`src/rtl/alu_seq.sv`:
```
// alu_seq: sequential ALU with a 2W-bit result accumulator and a
// shift-and-add multiplier that takes W cycles.
//
// Ports:
//   clock    rising-edge clock for all state
//   reset_n  synchronous active-low reset
//   start    launch request, accepted only while busy is low
//   op       operation select (3 bits), sampled on an accepted start
//   a        operand A (W bits), sampled on an accepted start
//   b        operand B (W bits) when use_acc is low
//   use_acc  1 selects acc[W-1:0] as operand B instead of b
//   acc      2W-bit result register
//   busy     high while a multiply is in progress
//   done     one-cycle pulse: acc was written on the previous edge
module alu_seq #(
   parameter int W = 4
) (
   input  logic           clock,
   input  logic           reset_n,
   input  logic           start,
   input  logic [2:0]     op,
   input  logic [W-1:0]   a,
   input  logic [W-1:0]   b,
   input  logic           use_acc,
   output logic [2*W-1:0] acc,
   output logic           busy,
   output logic           done
);

   localparam int AW = 2 * W;
   localparam int CW = $clog2(W);

   localparam logic [2:0] OP_ADD   = 3'b000;
   localparam logic [2:0] OP_SUB   = 3'b001;
   localparam logic [2:0] OP_LOGIC = 3'b010;
   localparam logic [2:0] OP_ORR   = 3'b011;
   localparam logic [2:0] OP_ANDR  = 3'b100;
   localparam logic [2:0] OP_SHL   = 3'b101;
   localparam logic [2:0] OP_SHR   = 3'b110;
   localparam logic [2:0] OP_MUL   = 3'b111;

   typedef enum logic {
      IDLE,
      MUL
   } state_t;

   state_t          state;
   state_t          state_next;
   logic [AW-1:0]   acc_next;
   logic            done_next;
   logic [AW-1:0]   mcand;
   logic [AW-1:0]   mcand_next;
   logic [W-1:0]    mplier;
   logic [W-1:0]    mplier_next;
   logic [AW-1:0]   prod;
   logic [AW-1:0]   prod_next;
   logic [CW-1:0]   count;
   logic [CW-1:0]   count_next;
   logic [W-1:0]    b_sel;
   logic [AW-1:0]   a_ext;
   logic [AW-1:0]   b_ext;
   logic [AW-1:0]   result;

   // Single-cycle result path. Operand B feeds back only the low half of
   // the accumulator. Shifting by a W-bit amount that exceeds the operand
   // width yields zero on its own, so no explicit range check is needed.
   always_comb begin
      b_sel  = use_acc ? acc[W-1:0] : b;
      a_ext  = AW'(a);
      b_ext  = AW'(b_sel);
      result = '0;
      case (op)
         OP_ADD:   result = a_ext + b_ext;
         OP_SUB:   result = a_ext - b_ext;
         OP_LOGIC: result = {a | b_sel, a ^ b_sel};
         OP_ORR:   result = AW'(|{a, b_sel});
         OP_ANDR:  result = AW'(&{a, b_sel});
         OP_SHL:   result = b_ext << a;
         OP_SHR:   result = b_ext >> a;
         OP_MUL:   result = '0;
         default:  result = '0;
      endcase
   end

   // Next-state and output logic. In MUL the multiplicand shifts left and
   // the multiplier shifts right each step, so bit 0 of the multiplier is
   // always the bit being processed. The last step writes the accumulator
   // with the sum that includes that step's partial product.
   always_comb begin
      state_next  = state;
      acc_next    = acc;
      done_next   = 1'b0;
      mcand_next  = mcand;
      mplier_next = mplier;
      prod_next   = prod;
      count_next  = count;
      busy        = 1'b0;
      case (state)
         IDLE: begin
            if (start) begin
               if (op == OP_MUL) begin
                  mcand_next  = a_ext;
                  mplier_next = b_sel;
                  prod_next   = '0;
                  count_next  = '0;
                  state_next  = MUL;
               end else begin
                  acc_next  = result;
                  done_next = 1'b1;
               end
            end
         end
         MUL: begin
            busy = 1'b1;
            if (mplier[0]) begin
               prod_next = prod + mcand;
            end
            mcand_next  = mcand << 1;
            mplier_next = mplier >> 1;
            count_next  = count + 1'b1;
            if (count == CW'(W - 1)) begin
               acc_next   = prod_next;
               done_next  = 1'b1;
               state_next = IDLE;
            end
         end
         default: begin
            state_next = IDLE;
         end
      endcase
   end

   // State register. Reset wins over any start in the same cycle and
   // abandons a multiply in flight without producing a done pulse.
   always_ff @(posedge clock) begin
      if (!reset_n) begin
         state  <= IDLE;
         acc    <= '0;
         done   <= 1'b0;
         mcand  <= '0;
         mplier <= '0;
         prod   <= '0;
         count  <= '0;
      end else begin
         state  <= state_next;
         acc    <= acc_next;
         done   <= done_next;
         mcand  <= mcand_next;
         mplier <= mplier_next;
         prod   <= prod_next;
         count  <= count_next;
      end
   end

endmodule

```
`config.mk`:
```
export PLATFORM = sky130hd
export DESIGN_NAME = alu_seq
export DESIGN_NICKNAME = d
export VERILOG_FILES = /design/src/rtl/alu_seq.sv
export SDC_FILE = /design/constraint.sdc
export NUM_CORES = 1
export LEC_CHECK = 0
export ABC_CLOCK_PERIOD_IN_PS = 2900
export CAP_MARGIN = 20
export CORE_MARGIN = 8
export CORE_UTILIZATION = 39
export CTS_CLUSTER_DIAMETER = 100
export CTS_CLUSTER_SIZE = 28
export DETAILED_ROUTE_END_ITERATION = 6
export SLEW_MARGIN = 10
export SYNTH_ARGS = -nofsm -noshare
export SYNTH_HDL_FRONTEND = slang
export SYNTH_SLANG_ARGS = --single-unit
```
`constraint.sdc`:
```
create_clock -name clock -period 2.9 [get_ports clock]
set_clock_uncertainty 0.05 [all_clocks]
set_input_delay 0.29 -clock clock [delete_from_list [all_inputs] [get_ports clock]]
set_output_delay 0.29 -clock clock [all_outputs]
set_load 0.02 [all_outputs]
```
# Yosys cells after proc, flatten, opt, wreduce, memory -nomap -nowiden
# Index checks and enable logic that the tools add are counted.
# totals
word_cells,61
register_bits,32
inputBits,15
output_inout_bits,10
# op_classes
n_eq_ne,12
n_addsub,4
n_mux,28
shift,2
bitwise,3
n_reduce_logical,5
# ops
cell,n
8-bit two-way mux,8
8-bit one-hot mux with 7 select lines,1
8-bit one-hot mux with 2 select lines,3
"3-bit equality test, second input constant",4
4-bit two-way mux,3
8-bit adder,1
4-bit one-hot mux with 2 select lines,1
8-bit AND reduction,1
8-bit OR reduction,1
4-bit by 4-bit left shift with 8-bit output,1
4-bit by 4-bit right shift with 8-bit output,1
1-bit two-way mux,7
"3-bit by 2-bit equality test with 1-bit output, second input constant",2
"2-bit inequality test, second input constant",3
4-bit by 4-bit adder with 5-bit output,1
4-bit by 4-bit subtractor with 5-bit output,1
2-bit two-way mux,2
4-bit OR,1
1-bit one-hot mux with 2 select lines,2
2-bit one-hot mux with 2 select lines,1
4-bit XOR,1
"3-bit by 1-bit equality test with 1-bit output, second input constant",1
3-bit zero test,1
3-bit AND reduction,1
other kinds (5),5

# Longest topological paths before layout
# logic_depth
depth_word,6
depth_mapped,11
mapped_depth_nobuf,10

# Worst setup path before layout
# No wires, ideal clock.
# synth_path
path_kind,input to register
startpoint,input port use_acc
endpoint,register acc[1]
arrival_ns,2.182
setup_ns,0.121
slack_ns,0.547
t_required_ns,2.729
n_path_buf,1
cell_stages,11
path_cell_list,buf_6 > mux2_4 > ha_1 > inv_1 > fa_1 > nor2b_1 > o22ai_1 > a221oi_1 > o21ai_1 > a21oi_1 > a21oi_1
# synth_between
elab_chain_cells,6
elab_cells_between_ends,10
cone_classes,2 x add/sub; 2 x shift; 5 x mux; 1 x bitwise
# synth_rtl
item,line,text
start: declaration,24,"input logic use_acc,"
4-bit two-way mux *,68,b_sel = use_acc ? acc[W-1:0] : b;
"4-bit by 4-bit subtractor with 5-bit output, or another cell as far along",74,OP_SUB: result = a_ext - b_ext;
8-bit one-hot mux with 7 select lines *,72,case (op)
8-bit two-way mux *,101,if (op == OP_MUL) begin
8-bit two-way mux *,100,if (start) begin
8-bit one-hot mux with 2 select lines *,98,case (state)
end signal: assignment,146,acc <= acc_next;
end: declaration,25,"output logic [2*W-1:0] acc,"
# Every way passes the cells marked *; elsewhere a longest branch is shown, timed or not. The select of a mux whose other input is x is not followed.
# A chain may end at the register's enable or synchronous reset.

# Worst setup path after layout
# layout_path
startpoint,input port use_acc
endpoint,register acc[3]
# Same word-level chain as after synthesis.

==> flow_metrics.tcl <==
set metrics [dict create \
    ant_nets 0 \
    insertion_delay_ns 0.29 \
    dr.pass1.iters 4 \
    cts-root-buf "clkbuf_8" \
    status "completed" \
    critPathCaptureType "flip-flop" \
    crit_path_end "acc[3]$_SDFFE_PN0P_" \
    cp-startpoint "use_acc" \
    fin_util 0.478 \
    grt_pass1_wl_mm 12.2 \
    grt_pass1_vias 2358 \
    rrSetupSlack_ns 0.59 \
    fin_worst_hold_slack_ns 0.420 \
    synth_top_area_frac 0.238 \
    rsz0062_at_grt "false" \
    die_x_um 99.2 \
    synth-edff-count 0 \
    async_flop_share 0 \
    cp_slowest_cell "clkdlybuf4s50_1" \
    fp.coreArea_um2 6760 \
    overflow 0 \
    holdBufCountCts 0 \
    synth.distinct_cells 70 \
    startpoint_type "primary input" \
    io_pins 25 \
    ys_warn_count 0 \
    antenna_found_initial 0 \
    hold_violations 0 \
    synth.yosys.seq_area_share 0.238 \
    synth_area_leaders "dfxtp_1 24%, ha_1 9.7%, nand2_1 5.6%, a21oi_1 5.0%, mux2i_1 3.3%" \
    netlist_instances 331 \
    vias 2538 \
    ys.flop_type "dfxtp_1" \
    ff2ff_path_depth 10 \
    min_period_ns 2.56 \
    yosysTopAreaCell "dfxtp_1" \
    initial_core_util 0.399 \
    cts_tree "yes" \
    drtIter0Drc 132 \
    drt_wl_total_mm 7.56 \
    finalSetupViolCount 0 \
    slew_viol_final 0 \
    avgSynthCellArea_um2 8.15 \
    htreeDepth 2 \
    cap_viol_max_count 0 \
    grt_usage 0.157 \
    cts_setup_buffers 0 \
    fp.dieArea_um2 9830 \
    final_layout_size_suffix_gt1_frac 0.144 \
    cp.required_ns 3.07 \
    leakagePower_nw 1.27 \
    max_freq_mhz 390 \
    met1_length_mm 3.56 \
    drc 0 \
    dp_hpwl_mm 5.96 \
    wl_met2_mm 3.39 \
    wl_per_cell_um 16.9 \
    powerDensity_nw_per_um2 403 \
    syn_area_um2 2700 \
    cts_num_sinks 32 \
    peakVddDrop_uv 169 \
    antenna_cells 0 \
    placed_area_um2 3100 \
    rows 30 \
    setup_tns_ns 0 \
    clk_pin_slew_worst_paths_ns 0.08 \
    crit_path_cell_trace "clkdlybuf4s50_1 > buf_4 > mux2i_4 > ha_1 > a21o_1 > a21oi_1 > mux2_2 > nor3_1 > a211oi_2 > nor2_1" \
    synth.net_count 370 \
    worstReg2RegStart "acc[0]$_SDFFE_PN0P_" \
    critPathMaxStageDelay_ns 0.52 \
    cts_resized 0 \
    final_nets 405 \
    routabilityCongestion 0.931 \
    fin_area_um2 3230 \
    area_growth_pct 19.7 \
    finalCritPeriodShare 0.883 \
    port-buffer-count 24 \
    grt_max_degree 23 \
    arrival_ns 2.74 \
    clockBufferDepth 2 \
    tightest_slew_ns 0.685 \
    drt-vias-per-instance 5.68 \
    wl_met3_um 494 \
    numCtsBuffers 5 \
    die_h_um 99.2 \
    hold_path.class "reg -> reg" \
    slew_headroom 0.542 \
    dr.max_layer_used "met4" \
    synth_seq_cells 32 \
    reg2reg_to "acc[1]$_SDFFE_PN0P_" \
    crit_type "in -> reg" \
    worstPathMaxFanout 8 \
]
## worst max-delay path, delay by kind of cell
kind            cells  cell delay [ns]
mux                 2             0.70
buf+inv             2             0.67
simple gates        2             0.28
compound gates      3             0.47
fa+ha+maj           1             0.33
## cells by family after synthesis
| family | count (synthesis) | share of synthesized area |
|---|---|---|
| AO/OA/AOI/OAI | 104 | 0.255 |
| flip-flops | 32 | 0.238 |
| multiplexers | 18 | 0.0900 |
| adder cells (fa/ha/maj) | 24 | 0.120 |
| AND/OR/NAND/NOR | 107 | 0.203 |
| buffers and inverters | 39 | 0.0715 |
| XOR/XNOR | 7 | 0.0227 |
## layer usage
layer  vias to the layer above  global-route usage
li1                       1254                   -
met1                      1197               0.205
met2                        79               0.249
met3                         8              0.0356
met4                         0              0.0524
met5                         -                   0
## cell usage in the layout, fill, tap and decap left out, drive strengths merged, types with 4 or more instances in the layout
master / instances
nand2: 40
dfxtp: 32
a21oi: 28
buf: 25
clkdlybuf4s50: 24
o21ai: 22
ha: 21
nor2: 18
inv: 17
nor2b: 13
mux2i: 12
and2: 8
nor3: 7
clkbuf: 7
a211oi: 7
a31oi: 6
nand3: 5
a21o: 5
a21boi: 5
o211ai: 4
o221ai: 4
xnor2: 4
mux2: 4
## metrics by stage
stage	setup slack, ns	std cells	power, mW
CTS	0.353	447	1.31
floorplan	0.547	331	0.690
global route	0.207	447	1.36
detailed placement	0.0425	439	0.824
finish	0.339	447	1.30
global placement	0.101	439	0.827
## Yosys cell counts (2+ instances only)
| library cell | instances |
|---|---|
| a22oi_1 | 3 |
| buf_6 | 4 |
| nor2_1 | 17 |
| o2111ai_1 | 2 |
| nand2b_1 | 3 |
| xnor2_1 | 4 |
| and2_1 | 7 |
| nand4bb_1 | 2 |
| mux4_2 | 2 |
| clkbuf_1 | 7 |
| xor2_1 | 3 |
| o31a_1 | 2 |
| fa_1 | 3 |
| o21ai_1 | 4 |
| dfxtp_1 | 32 |
| nand2_1 | 40 |
| a21oi_1 | 27 |
| nor2b_1 | 13 |
| a211oi_1 | 6 |
| o31ai_1 | 2 |
| and3_1 | 2 |
| buf_2 | 7 |
| a21o_1 | 5 |
| nand3_1 | 5 |
| mux2i_1 | 9 |
| a21boi_0 | 4 |
| a31oi_1 | 6 |
| nor3_1 | 7 |
| mux2_2 | 2 |
| inv_1 | 15 |
| o21ai_0 | 17 |
| o211ai_1 | 4 |
| mux2i_4 | 2 |
| o221ai_1 | 4 |
| o22ai_1 | 2 |
| nand4_1 | 2 |
| ha_1 | 21 |
| or2_2 | 2 |
## sequential cells by signal, indices dropped and copies added, names as in the netlist
| name | cells |
|---|---|
| acc | 8 |
| count | 2 |
| done | 1 |
| mcand | 8 |
| mplier | 4 |
| prod | 8 |
| state | 1 |
## area by class of cell
type                    count  area [µm²]
inverters                  18        70.1
flip-flops and latches     32         641
repair buffers             49         428
fillers                   708        3530
clock buffers               7        96.3
multi-input cells         260        1860
well taps                  80         100
clock inverters             1        30.0
## how the worst min path moves through the flow
stage                    startpoint                   end  slack (ns)  depth (start not counted)
2_1_floorplan  prod[7]$_SDFFE_PN0P_  prod[7]$_SDFFE_PN0P_        0.39                          2
3_3_place_gp   prod[7]$_SDFFE_PN0P_  prod[7]$_SDFFE_PN0P_        0.41                          2
3_5_place_dp   prod[7]$_SDFFE_PN0P_  prod[7]$_SDFFE_PN0P_        0.42                          2
4_1_cts        prod[7]$_SDFFE_PN0P_  prod[7]$_SDFFE_PN0P_        0.43                          2
5_1_grt        prod[7]$_SDFFE_PN0P_  prod[7]$_SDFFE_PN0P_        0.45                          2
6_report       prod[7]$_SDFFE_PN0P_  prod[7]$_SDFFE_PN0P_        0.42                          2
## power breakdown
part / switching, mW / internal, mW
clock: 0.179 / 0.303
sequential: 0.0173 / 0.455
combinational: 0.187 / 0.159
Power figures use the tool's default switching activity.
